`config.mk`:
```
export PLATFORM = sky130hd
export DESIGN_NAME = javk_biu
export DESIGN_NICKNAME = d
export VERILOG_FILES = /design/src/rtl/javk_biu.sv
export SDC_FILE = /design/constraint.sdc
export NUM_CORES = 1
export LEC_CHECK = 0
export ABC_AREA = 1
export CAP_MARGIN = 20
export CORE_MARGIN = 1.5
export CORE_UTILIZATION = 48
export CTS_BUF_LIST = sky130_fd_sc_hd__clkbuf_4
export CTS_CLUSTER_DIAMETER = 200
export DETAILED_ROUTE_END_ITERATION = 16
export GPL_TIMING_DRIVEN = 0
export PLACE_DENSITY = 0.92
export SYNTH_ARGS = -nofsm -noshare
export SYNTH_HDL_FRONTEND = slang
export SYNTH_SLANG_ARGS = --single-unit
```
`constraint.sdc`:
```
create_clock -name clk -period 3.15 [get_ports clk]
set_clock_uncertainty 0.1 [all_clocks]
set_input_delay 0.63 -clock clk [delete_from_list [all_inputs] [get_ports clk]]
set_output_delay 0.63 -clock clk [all_outputs]
set_load 0.05 [all_outputs]
```
`src/rtl/javk_biu.sv`:
```
// javk_biu: single-master bus interface unit with a prefetch queue and a load/store port.
// Define JAVK_BIU_WAIT_EN to honour `ready`; by default every bus cycle completes in one clock.
module javk_biu #(
    parameter int unsigned       DATA_W    = 8,
    parameter int unsigned       ADDR_W    = 16,
    parameter int unsigned       PFQ_DEPTH = 4,
    parameter logic [ADDR_W-1:0] RESET_VEC = '0
) (
    input  logic              clk,
    input  logic              rst,
    output logic [ADDR_W-1:0] addrbus,
    output logic              rw,
    output logic [DATA_W-1:0] data_out,
    output logic              data_oe,
    input  logic [DATA_W-1:0] data_in,
    input  logic              ready,
    input  logic              pc_load,
    input  logic [ADDR_W-1:0] pc_new,
    output logic [ADDR_W-1:0] pc,
    output logic              ifetch_valid,
    output logic [DATA_W-1:0] ifetch_data,
    input  logic              ifetch_ready,
    input  logic              ld_req,
    input  logic              st_req,
    input  logic [ADDR_W-1:0] ls_addr,
    input  logic [DATA_W-1:0] st_data,
    output logic              ls_ack,
    output logic [DATA_W-1:0] ld_data
);
    localparam int unsigned      PTR_W    = $clog2(PFQ_DEPTH);
    localparam int unsigned      CNT_W    = PTR_W + 1;
    localparam logic [CNT_W-1:0] FULL_CNT = CNT_W'(PFQ_DEPTH);

    typedef enum logic [1:0] {S_IDLE, S_FETCH, S_LOAD, S_STORE} state_t;

    state_t              state_q, state_d;
    logic [ADDR_W-1:0]   addr_q, addr_d;
    logic                rw_q, rw_d;
    logic [DATA_W-1:0]   dout_q, dout_d;
    logic                oe_q, oe_d;
    logic [ADDR_W-1:0]   pc_q, pc_d;
    logic [PTR_W-1:0]    rd_q, rd_d, wr_q, wr_d;
    logic [CNT_W-1:0]    cnt_q, cnt_d;
    logic                ack_q, ack_d;
    logic [DATA_W-1:0]   ld_q, ld_d;
    logic [DATA_W-1:0]   pfq_q [PFQ_DEPTH];

    logic rdy, done, fetch_done, ls_done, push, pop, ls_hold, decide;

`ifdef JAVK_BIU_WAIT_EN
    assign rdy = ready;
`else
    logic unused_ready;
    assign unused_ready = ready;
    assign rdy          = 1'b1;
`endif

    assign done       = (state_q != S_IDLE) && rdy;
    assign fetch_done = (state_q == S_FETCH) && done;
    assign ls_done    = ((state_q == S_LOAD) || (state_q == S_STORE)) && done;
    assign push       = fetch_done && !pc_load;
    assign pop        = (cnt_q != '0) && ifetch_ready && !pc_load;

    assign rd_d  = pc_load ? '0 : rd_q + PTR_W'(pop);
    assign wr_d  = pc_load ? '0 : wr_q + PTR_W'(push);
    assign cnt_d = pc_load ? '0 : cnt_q + CNT_W'(push) - CNT_W'(pop);
    assign pc_d  = pc_load ? pc_new : (fetch_done ? pc_q + ADDR_W'(1) : pc_q);
    assign ack_d = ls_done;
    assign ld_d  = ((state_q == S_LOAD) && done) ? data_in : ld_q;

    // The requester holds ld_req/st_req until it has seen ls_ack, so the request
    // just completed (and the one still visible during the ack cycle) must not restart.
    assign ls_hold = ack_q || ls_done;
    // A redirected fetch is dropped and the next cycle chosen at once, keeping pc_load zero-wait.
    assign decide  = (state_q == S_IDLE) || done || ((state_q == S_FETCH) && pc_load);

    always_comb begin
        state_d = state_q;
        addr_d  = addr_q;
        rw_d    = rw_q;
        dout_d  = dout_q;
        oe_d    = oe_q;
        if (decide) begin
            state_d = S_IDLE;
            addr_d  = '0;
            rw_d    = 1'b0;
            dout_d  = '0;
            oe_d    = 1'b0;
            if (st_req && !ls_hold) begin
                state_d = S_STORE;
                addr_d  = ls_addr;
                rw_d    = 1'b1;
                dout_d  = st_data;
                oe_d    = 1'b1;
            end else if (ld_req && !ls_hold) begin
                state_d = S_LOAD;
                addr_d  = ls_addr;
            end else if (cnt_d < FULL_CNT) begin
                state_d = S_FETCH;
                addr_d  = pc_d;
            end
        end
    end

    always_ff @(posedge clk) begin
        if (!rst) begin
            state_q <= S_IDLE;
            addr_q  <= '0;
            rw_q    <= 1'b0;
            dout_q  <= '0;
            oe_q    <= 1'b0;
            pc_q    <= RESET_VEC;
            rd_q    <= '0;
            wr_q    <= '0;
            cnt_q   <= '0;
            ack_q   <= 1'b0;
            ld_q    <= '0;
        end else begin
            state_q <= state_d;
            addr_q  <= addr_d;
            rw_q    <= rw_d;
            dout_q  <= dout_d;
            oe_q    <= oe_d;
            pc_q    <= pc_d;
            rd_q    <= rd_d;
            wr_q    <= wr_d;
            cnt_q   <= cnt_d;
            ack_q   <= ack_d;
            ld_q    <= ld_d;
        end
    end

    always_ff @(posedge clk) begin
        if (rst && push) begin
            pfq_q[wr_q] <= data_in;
        end
    end

    assign addrbus      = addr_q;
    assign rw           = rw_q;
    assign data_out     = dout_q;
    assign data_oe      = oe_q;
    assign pc           = pc_q;
    assign ifetch_valid = (cnt_q != '0);
    assign ifetch_data  = pfq_q[rd_q];
    assign ls_ack       = ack_q;
    assign ld_data      = ld_q;

endmodule

```
# After elaboration in Yosys (flattened, before gate mapping)
# Memories as Yosys holds them, arrays and structs flattened. A register that Yosys moved wholly into a read port is not among the register bits.
# Index checks and enable logic that the tools add are counted.
[op_classes]
addsub = 5
mul = 0
div = 0
magnitude_cmp = 1
eq_ne = 3
n_shift = 0
n_mux = 14
bitwise = 1
reduce_logical = 20
[op_table]
columns = ["cell", "n"]
rows = [
  ["$mux 16", 5],
  ["$add 16x1->16 const B", 1],
  ["$logic_and 1x1->1", 10],
  ["$mux 8", 1],
  ["$mux 2", 3],
  ["$add 2x1->2", 2],
  ["$eq 2x2->1 const B", 2],
  ["$logic_or 1x1->1", 4],
  ["$mux 1", 4],
  ["$add 3x1->3", 1],
  ["$lt 3x3->1 const B", 1],
  ["$mux 3", 1],
  ["$reduce_bool 3->1", 1],
  ["$sub 3x1->3", 1],
  ["$eq 2x1->1 const B", 1],
  ["$logic_not 1->1", 2],
  ["$logic_not 2->1", 1],
  ["$reduce_bool 2->1", 1],
  ["$reduce_or 2->1", 1],
  ["$not 1->1", 1],
]
[totals]
register_bits = 59
latchBits = 0
ram_bits = 32
rom_bits = 0
input_bits = 55
output_inout_bits = 60
wordCells = 55
memories = 1
[memory_table]
columns = ["name", "words", "width", "read_ports", "rd_ports_with_merged_regs", "write_ports", "line", "source"]
rows = [
  ["pfq_q", 4, 8, 1, 1, 1, "46", "logic [DATA_W-1:0] pfq_q [PFQ_DEPTH];"],
]

# Logic depth before layout (Yosys ltp)
# Gate-level depths: netlist of the first run.
[logic_depth]
ltp_word = 10
ltp_mapped = 15
depth_no_buf = 14

# Worst setup path after synthesis of the first run
# OpenSTA, ideal clock, no wires.
[synth_path]
kind = "register to register"
from = "register cnt_q[1]"
to = "register addr_q[11] (netlist: addrbus[11])"
setup_time_ns = 0.058
arrival_time_ns = 2.319
required_ns = 2.992
path_slack_ns = 0.673
path_stages_with_launch = 16
n_path_buf = 1
synth_period_minus_slack_ns = 2.477
cell_sequence = "dfxtp_1 > nor2_1 > nand2_1 > nand2_1 > nor2_1 > nand2_1 > nand2_1 > ha_1 > fa_1 > nand3b_1 > nand3_2 > nand3_2 > inv_2 > buf_6 > nand3_1 > nand2_1"
[synth_between]
elab_chain_cells = 9
word_cells_on_any_way = 10
classes_between = "2 x add/sub; 1 x order compare; 4 x mux; 3 x reduce/logical"
[synth_rtl]
columns = ["item", "line", "source"]
rows = [
  ["start: declaration", "43", "logic [CNT_W-1:0] cnt_q, cnt_d;"],
  ["start signal: assignment", "127", "cnt_q <= cnt_d;"],
  ["$reduce_bool 3->1", "n/a", ""],
  ["net ifetch_valid", "20", "output logic ifetch_valid,"],
  ["$logic_and 1x1->1 (2 in series)", "62", "assign pop = (cnt_q != '0) && ifetch_ready && !pc_load;"],
  ["$sub 3x1->3", "66", "assign cnt_d = pc_load ? '0 : cnt_q + CNT_W'(push) - CNT_W'(pop);"],
  ["$mux 3", "66", ""],
  ["$lt 3x3->1", "98", "end else if (cnt_d < FULL_CNT) begin"],
  ["$mux 16", "98", ""],
  ["$mux 16", "95", "end else if (ld_req && !ls_hold) begin"],
  ["$mux 16", "89", "if (st_req && !ls_hold) begin"],
  ["end signal: assignment", "120", "addr_q <= addr_d;"],
  ["end: declaration", "37", "logic [ADDR_W-1:0] addr_q, addr_d;"],
]
# The timed path passes the listed nets, and every way through them passes these cells.
# A chain may end at the register's enable or synchronous reset.

==> results of run 1 <==
## sequential cells by signal, summed over array words and instances (netlist names), 2 cells and up
| register | cells |
|---|---|
| addrbus | 16 |
| cnt_q | 3 |
| data_out | 8 |
| ld_data | 8 |
| pc | 16 |
| pfq_q | 32 |
| rd_q | 2 |
| state_q | 2 |
| wr_q | 2 |
## synth_stat cells (4+ instances only)
| master | n |
|---|---|
| nand2_1 | 114 |
| nor2_2 | 4 |
| nand3_1 | 36 |
| inv_2 | 7 |
| nand3b_1 | 4 |
| nor2_1 | 66 |
| o22ai_1 | 8 |
| inv_1 | 49 |
| edfxtp_1 | 32 |
| dfxtp_1 | 59 |
| nor3_1 | 6 |
| buf_2 | 6 |
| nand4_1 | 4 |
| o21ai_0 | 31 |
## stage by stage
| stage | cell area (sq um) | worst slack, ns | total power, W | std cells |
|---|---|---|---|---|
| after floorplan | 3800 | 0.673 | 0.00171 | 457 |
| after global placement | 5040 | 0.127 | 0.00194 | 670 |
| after detailed placement | 5060 | 0.0457 | 0.00195 | 673 |
| after CTS | 5200 | 0.179 | 0.00258 | 689 |
| final | 5210 | 0.211 | 0.00258 | 690 |
| after global routing | 5210 | 0.0383 | 0.00267 | 690 |
## how the worst min path moves through the flow
stage	end	slack, ns	from
floorplan	ls_ack	0.32	state_q[1]
global placement	ls_ack	0.33	state_q[1]
detailed placement	ls_ack	0.33	state_q[1]
CTS	ls_ack	0.34	state_q[1]
global route	ls_ack	0.35	state_q[1]
finish	ls_ack	0.34	state_q[1]
## kinds of logic after synthesis
family / Yosys count / synth area share [%]
AND/OR/NAND/NOR: 244 / 27.8
flip-flops: 91 / 56.4
buffers and inverters: 70 / 7.51
AO/OA/AOI/OAI: 47 / 6.59
adder cells (fa/ha/maj): 4 / 1.51
XOR/XNOR: 1 / 0.231
## power breakdown
part | internal [W] | total (W) | switching, W | leakage (nW)
logic | 0.000214 | 0.000605 | 0.000391 | 1.37
clock network | 0.000192 | 0.000647 | 0.000455 | 0.0801
registers | 0.00128 | 0.00132 | 0.0000423 | 0.776
total | 0.00169 | 0.00258 | 0.000888 | 2.23
## timing repair
item                       in CTS  in global routing
hold endpoints to repair        0                  0
cloned                          0                  0
setup endpoints to repair       8                  3
resized for setup               8                  2
## worst max-delay path, stage by stage, from the launching register on
cell and delay [ns]:
dfxtp_1 0.33, buf_2 0.16, inv_1 0.20, buf_2 0.29
nor2_1 0.06, o22ai_1 0.18, dlygate4sd2_1 0.55
## placed cells by master, fill, tap and decap left out, types with 5 or more instances in the layout
cell             Yosys  final
buf_2                6      7
buf_4                2      5
clkbuf_4             0      9
clkdlybuf4s50_1      0    103
dfxtp_1             59     59
dlygate4sd2_1        0      8
edfxtp_1            32     32
inv_1               49     49
inv_2                7      7
nand2_1            114    114
nand3_1             36     36
nor2_1              66     66
nor3_1               6      6
o21ai_0             31     31
o22ai_1              8      8
## per-layer routing
metal	GRT usage [%]	wire length, um	vias to the layer above
met5	0	0	-
met4	11.7	318	0
met3	4.31	613	31
met2	44.2	5020	137
met1	25.8	3740	1579
li1	-	-	1722
## cell type report
cell class                 count  area (sq um)
fill                         605          2480
clock buffer                   9          67.6
timing repair buffer         115          1130
sequential                    91          2140
multi-input combinational    296          1370
inverter                      58           218
tap                          102           128
buffer                        12          68.8
clock inverter                 7          81.3
==> reports/qor.csv, run 1 <==
metric;value;unit
outcome;finished, final reports clean;
r2r_cells;15;
vias_per_cell;5.03;
required;2.42;ns
layout_min_cycle_time;2.94;ns
tns;0;ns
power_leakage;2.23;nW
die_height;92.0;um
die_area;8460;sq um
drcViolationCount;0;
grt_setup_unrepaired;no;
synth_area;3800;sq um
r2r_slack;0.54;ns
core;7690;sq um
crit_path_end_kind;primary output;
critPathLaunchType;register;
async_reset_ff_share;0;%
yosys.area.top_type;dfxtp_1;
cts-root-buf;clkbuf_4;
clk_pin_slew_worst_paths;0.16;ns
place_congestion;0.875;
grt_max_degree;20;
cts_sinks;91;
portBuffers;111;
cts_buffer_depth;2;
n_antenna_cell;0;
drive_above_1_share;8.16;%
place.detailed.hpwl;7220;um
critPathMaxFanout;10;
synth_edf_count;32;
finalCritPeriodShare;93.3;%
wl;9700;um
cp_data_arrival_time;2.21;ns
io_pins;115;
grt_pass1_wl;15600;um
worst_hold_path_type;reg -> reg;
initial_core_util;49.4;%
ys_seq_area_share;56.4;%
yosys-top-cells-area;dfxtp_1 31%, edfxtp_1 25%, nand2_1 11%, nor2_1 6.5%, inv_1 4.8%;
cap_viol_max_count;0;
pwr_density_cell;495;nW/um^2
synth_top_cell_area_share;31.1;%
finalHoldViolations;0;
slew_headroom;54.4;%
fin_nets;642;
cp-startpoint;rd_q[0];
whs;0.335;ns
drt_iter0_drc;160;
cts_tree;yes;
slew_viol_final;0;
endpoint;ifetch_data[4];
num_rows;32;
ant_nets;0;
grt_pass1_vias;3347;
syn_inst;457;
antenna_found_initial;0;
drtPass1Iterations;5;
vias;3469;
holdPathStages;2;
cts_made_buffers;9;
setup_viol;0;
die_w;92.0;um
ir_worst_vdd;0.000266;V
clock_latency;0.44;ns
worstMarginPinSlew;0.680;ns
syn_to_final_growth;37.0;%
fmax;0.340;GHz
htreeDepth;3;
final_core_util;67.7;%
cts-hold-fix-buffers;0;
syn_nets;516;
synth.ff_latch_count;91;
wire_per_inst;14.1;um
grt_usage;23.8;%
yosys_most_used_dff;dfxtp_1;
reg2reg_from;cnt_q[1];
syn_area_per_cell;8.31;sq um
yosysWarningCount;0;
r2r_end;addrbus[13];
post_cts_buffers;0;
worstSetupPathType;reg -> out;
grt_remaining_overflow;0;
yosys.cell_types.count;31;
No activity file was read; power rests on OpenSTA's default activity.
==> run 2, diff against run 1 <==
--- a/config.mk
+++ b/config.mk
@@ -7,7 +7,6 @@
 export LEC_CHECK = 0
 export ABC_AREA = 1
 export CAP_MARGIN = 20
-export CORE_MARGIN = 1.5
 export CORE_UTILIZATION = 48
 export CTS_BUF_LIST = sky130_fd_sc_hd__clkbuf_4
 export CTS_CLUSTER_DIAMETER = 200
==> reports/qor.csv, run 2 (synthesis results as in run 1) <==
metric;value;unit
grt_max_degree;20;
slew_headroom;56.5;%
cts_buffer_depth;2;
die_area;8280;sq um
setup_viol;0;
critical_path.slowest_cell;dlygate4sd2_1;
ir_worst_vdd;0.000320;V
instances_no_fill;690;
largest_register;pfq_q;
drt_iter0_drc;281;
grt_remaining_overflow;0;
cts_made_buffers;9;
critPathLaunchType;register;
die_height;91.0;um
r2r_end;addrbus[13];
reg2reg_from;cnt_q[1];
pwr_density_cell;494;nW/um^2
finalHoldViolations;0;
fin_nets;642;
htreeDepth;3;
core;7690;sq um
critical-path-top-delay-family;buffers and inverters;
clock_latency;0.45;ns
portBuffers;111;
io_pins;115;
slew_viol_final;0;
grt_pass1_vias;3394;
drive_above_1_share;7.99;%
die_w;91.0;um
r2r_slack;0.51;ns
path_cells;buf_2 -> inv_1 -> buf_2 -> nor2_1 -> o22ai_1 -> dlygate4sd2_1;
cts_tree;yes;
grt_setup_unrepaired;no;
num_rows;32;
outcome;finished, final reports clean;
whs;0.361;ns
hold_end;ls_ack;
setup_ws;0.136;ns
cts-root-buf;clkbuf_4;
worstSetupPathType;reg -> out;
cts_sinks;91;
cp_data_arrival_time;2.28;ns
cts-hold-fix-buffers;0;
largest_reg_flops;32;
r2r_cells;15;
required;2.42;ns
wire_per_inst;14.2;um
finalCritPeriodShare;95.7;%
dp_cells;673;
place_congestion;0.869;
holdPathStages;2;
fillers;593;
initial_core_util;49.4;%
vias_per_cell;5.04;
min-delay-start;state_q[1];
critPathMaxFanout;10;
timing.critical_path.buf_inv;4;
antenna_found_initial;0;
place.detailed.hpwl;7400;um
crit_path_end_kind;primary output;
layout_min_cycle_time;3.01;ns
vias;3475;
power_leakage;2.23;nW
grt_pass1_wl;15600;um
final_common_cell;nand2_1;
final_cell_mix;114 x nand2_1, 103 x clkdlybuf4s50_1, 66 x nor2_1;
tns;0;ns
dp_slack;0.0136;ns
grt_usage;24.3;%
drtPass1Iterations;7;
worst_hold_path_type;reg -> reg;
ant_nets;0;
max_stage_delay;0.56;ns
worstMarginPinSlew;0.647;ns
clk_pin_slew_worst_paths;0.17;ns
cap_viol_max_count;0;
fmax;0.332;GHz
final_core_util;67.7;%
n_antenna_cell;0;
crit_path_frequent_cell;buf_2;
syn_to_final_growth;37.0;%
wl;9790;um
drcViolationCount;0;
## run 2: changes by cell type in the layout (fill, tap and decap cells not counted), sizes merged
cell	change
clkbuf	+1
buf	-1
## run 2: worst max path at each step
| stage | startpoint | endpoint | cells past startpoint |
|---|---|---|---|
| final | rd_q[0] | ifetch_data[3] | 6 |
| after global routing | rd_q[0] | ifetch_data[3] | 6 |
| after CTS | rd_q[0] | ifetch_data[3] | 6 |
| after detailed placement | ifetch_ready | addrbus[13] | 14 |
| after global placement | ifetch_ready | addrbus[13] | 14 |
| after floorplan | cnt_q[1] | addrbus[11] | 15 |
## run 2: tightest hold or removal path, cell delays in order, from the launching register on
cell	delay (ns)
dfxtp_1	0.35
nand2_1	0.06
inv_1	0.03
## run 2: what timing repair did
action | in CTS | in global routing
gates resized for setup | 8 | 0
buffers inserted | 0 | 0
setup endpoints to repair | 8 | 0
## run 2: cell type report
type / instances / area (sq um) / area share, %
tap: 102 / 128 / 2.45
multi-input combinational: 296 / 1370 / 26.4
inverter: 58 / 218 / 4.18
sequential: 91 / 2140 / 41.2
clock buffer: 9 / 67.6 / 1.30
clock inverter: 7 / 78.8 / 1.51
timing repair buffer: 115 / 1130 / 21.7
buffer: 12 / 67.6 / 1.30
## run 2: where the power goes
part,internal (W),switching (W)
sequential,0.00128,0.0000429
clock,0.000190,0.000451
combinational,0.000214,0.000391
## run 2: metrics by stage
stage,power (W),instance area (sq um)
final,0.00257,5200
after detailed placement,0.00195,5060
after global placement,0.00194,5040
after global routing,0.00268,5200
after floorplan,0.00171,3800
after CTS,0.00258,5200
## run 2: layer usage
layer	share of wire [%]	track usage (%)	vias up	wire, um
met5	0	0	-	0
met4	3.0	10.2	0	289
met2	53	46.3	157	5150
met3	8.1	6.03	23	796
met1	36	25.0	1574	3550
li1	-	-	1721	-
==> run 3, diff against run 2 <==
--- a/config.mk
+++ b/config.mk
@@ -6,7 +6,7 @@
 export NUM_CORES = 1
 export LEC_CHECK = 0
 export ABC_AREA = 1
-export CAP_MARGIN = 20
+export CORE_ASPECT_RATIO = 0.9
 export CORE_UTILIZATION = 48
 export CTS_BUF_LIST = sky130_fd_sc_hd__clkbuf_4
 export CTS_CLUSTER_DIAMETER = 200
==> reports/qor.csv, run 3 (synthesis results as in run 1) <==
metric;value;unit
final_core_util;67.6;%
cp-startpoint;rd_q[0];
grt_remaining_overflow;0;
tns;0;ns
worstMarginPinSlew;1.26;ns
cp_data_arrival_time;2.26;ns
power_leakage;2.20;nW
clock_power_share;24.9;%
cts-hold-fix-buffers;0;
grt_max_degree;20;
die_height;86.4;um
cap_viol_max_count;0;
r2r_slack;0.54;ns
drive_above_1_share;7.71;%
p_int;0.00168;W
largest_reg_flops;32;
drcViolationCount;0;
cts_made_buffers;9;
required;2.42;ns
worst_hold_path_type;reg -> reg;
comb_power_share;23.6;%
outcome;finished, final reports clean;
fin_nets;638;
grt_usage;24.5;%
p_seq_share;51.5;%
layout_min_cycle_time;2.99;ns
clk_pin_slew_worst_paths;0.16;ns
num_rows;30;
switchingPower;0.000885;W
grt_setup_unrepaired;no;
cts_buffer_depth;2;
drtPass1Iterations;5;
place.detailed.hpwl;7140;um
ir_worst_vdd;0.000336;V
core;7620;sq um
critPathLaunchType;register;
ant_nets;0;
clock_latency;0.44;ns
io_pins;115;
wl;9620;um
drt_iter0_drc;264;
wire_per_inst;14.1;um
swShare;34.4;%
final_common_cell;nand2_1;
cts-root-buf;clkbuf_4;
die_w;95.8;um
critPathMaxFanout;10;
multiInputGateArea;1370;sq um
n_antenna_cell;0;
crit_path_end_kind;primary output;
syn_to_final_growth;35.6;%
reg2reg_from;cnt_q[1];
pwr_density_cell;499;nW/um^2
grt_pass1_vias;3374;
vias_per_cell;5.13;
portBuffers;111;
slew_viol_final;0;
vias;3489;
final_cell_mix;114 x nand2_1, 103 x clkdlybuf4s50_1, 66 x nor2_1;
r2r_end;addrbus[7];
htreeDepth;3;
r2r_cells;15;
worstSetupPathType;reg -> out;
place_congestion;0.863;
cts_sinks;91;
slew_headroom;15.6;%
grt_pass1_wl;15400;um
cts_tree;yes;
whs;0.349;ns
finalHoldViolations;0;
die_area;8280;sq um
fillers;582;
initial_core_util;49.9;%
min-delay-start;state_q[1];
setup_viol;0;
fmax;0.335;GHz
largest_register;pfq_q;
register_area;2140;sq um
hold_end;ls_ack;
finalCritPeriodShare;94.8;%
holdPathStages;2;
antenna_found_initial;0;
## run 3: cell count changes in the layout (fill, tap and decap cells not counted)
| cell | delta |
|---|---|
| buf_4 | -3 |
| clkbuf_2 | +2 |
| clkbuf_4 | -1 |
| clkinv_8 | -2 |
| dlygate4sd2_1 | -2 |
| inv_6 | -1 |
| inv_8 | +3 |
## run 3: worst max-delay path by stage
stage	end	slack (ns)	depth (start not counted)
floorplan	addrbus[11]	0.67	15
CTS	ifetch_data[0]	0.16	6
finish	ifetch_data[0]	0.16	6
detailed placement	addrbus[7]	0.13	14
global placement	addrbus[7]	0.15	14
global route	ifetch_data[0]	0.0004	5
## run 3: metal layers
layer	part of all wire, %	GRT usage [%]	wire length, um	vias to the layer above
li1	-	-	-	1710
met1	39	28.2	3730	1578
met2	49	42.6	4690	182
met3	10	8.07	1000	19
met4	2.0	8.68	197	0
met5	0	0	0	-
## run 3: repair_timing
action	4_1_cts	5_1_grt
resized for setup	8	4
buffers inserted	0	0
pin swaps	0	0
endpoints found under the setup margin	8	2
gates cloned	0	0
## run 3: stage by stage
step                instances  power, W  area, sq um  setup WS [ns]
global route              680   0.00267         5150       0.000447
CTS                       680   0.00257         5160          0.155
global placement          664   0.00194         5030          0.149
finish                    680   0.00257         5150          0.163
floorplan                 457   0.00171         3800          0.673
detailed placement        664   0.00195         5030          0.129
## run 3: final cells by class
class / instances / share of cell area [%]
inverters: 58 / 4.23
flip-flops and latches: 91 / 41.6
multi-input cells: 296 / 26.6
plain buffers: 12 / 1.31
well taps: 96 / 2.33
clock inverters: 7 / 1.38
clock buffers: 9 / 1.31
repair buffers: 111 / 21.2
## run 3: power by group through the flow
stage               sequential, W  clock, W  combinational [W]
floorplan                 0.00154         0           0.000171
global placement          0.00134         0           0.000594
detailed placement        0.00135         0           0.000607
CTS                       0.00132  0.000645           0.000607
global route              0.00133  0.000699           0.000645
finish                    0.00132  0.000640           0.000607
## run 3: critical path, cell delays in order (launching register included)
cell           delay [ns]
dfxtp_1              0.33
buf_2                0.17
inv_1                0.19
buf_2                0.27
nor2_1               0.08
o22ai_1              0.23
dlygate4sd2_1        0.56
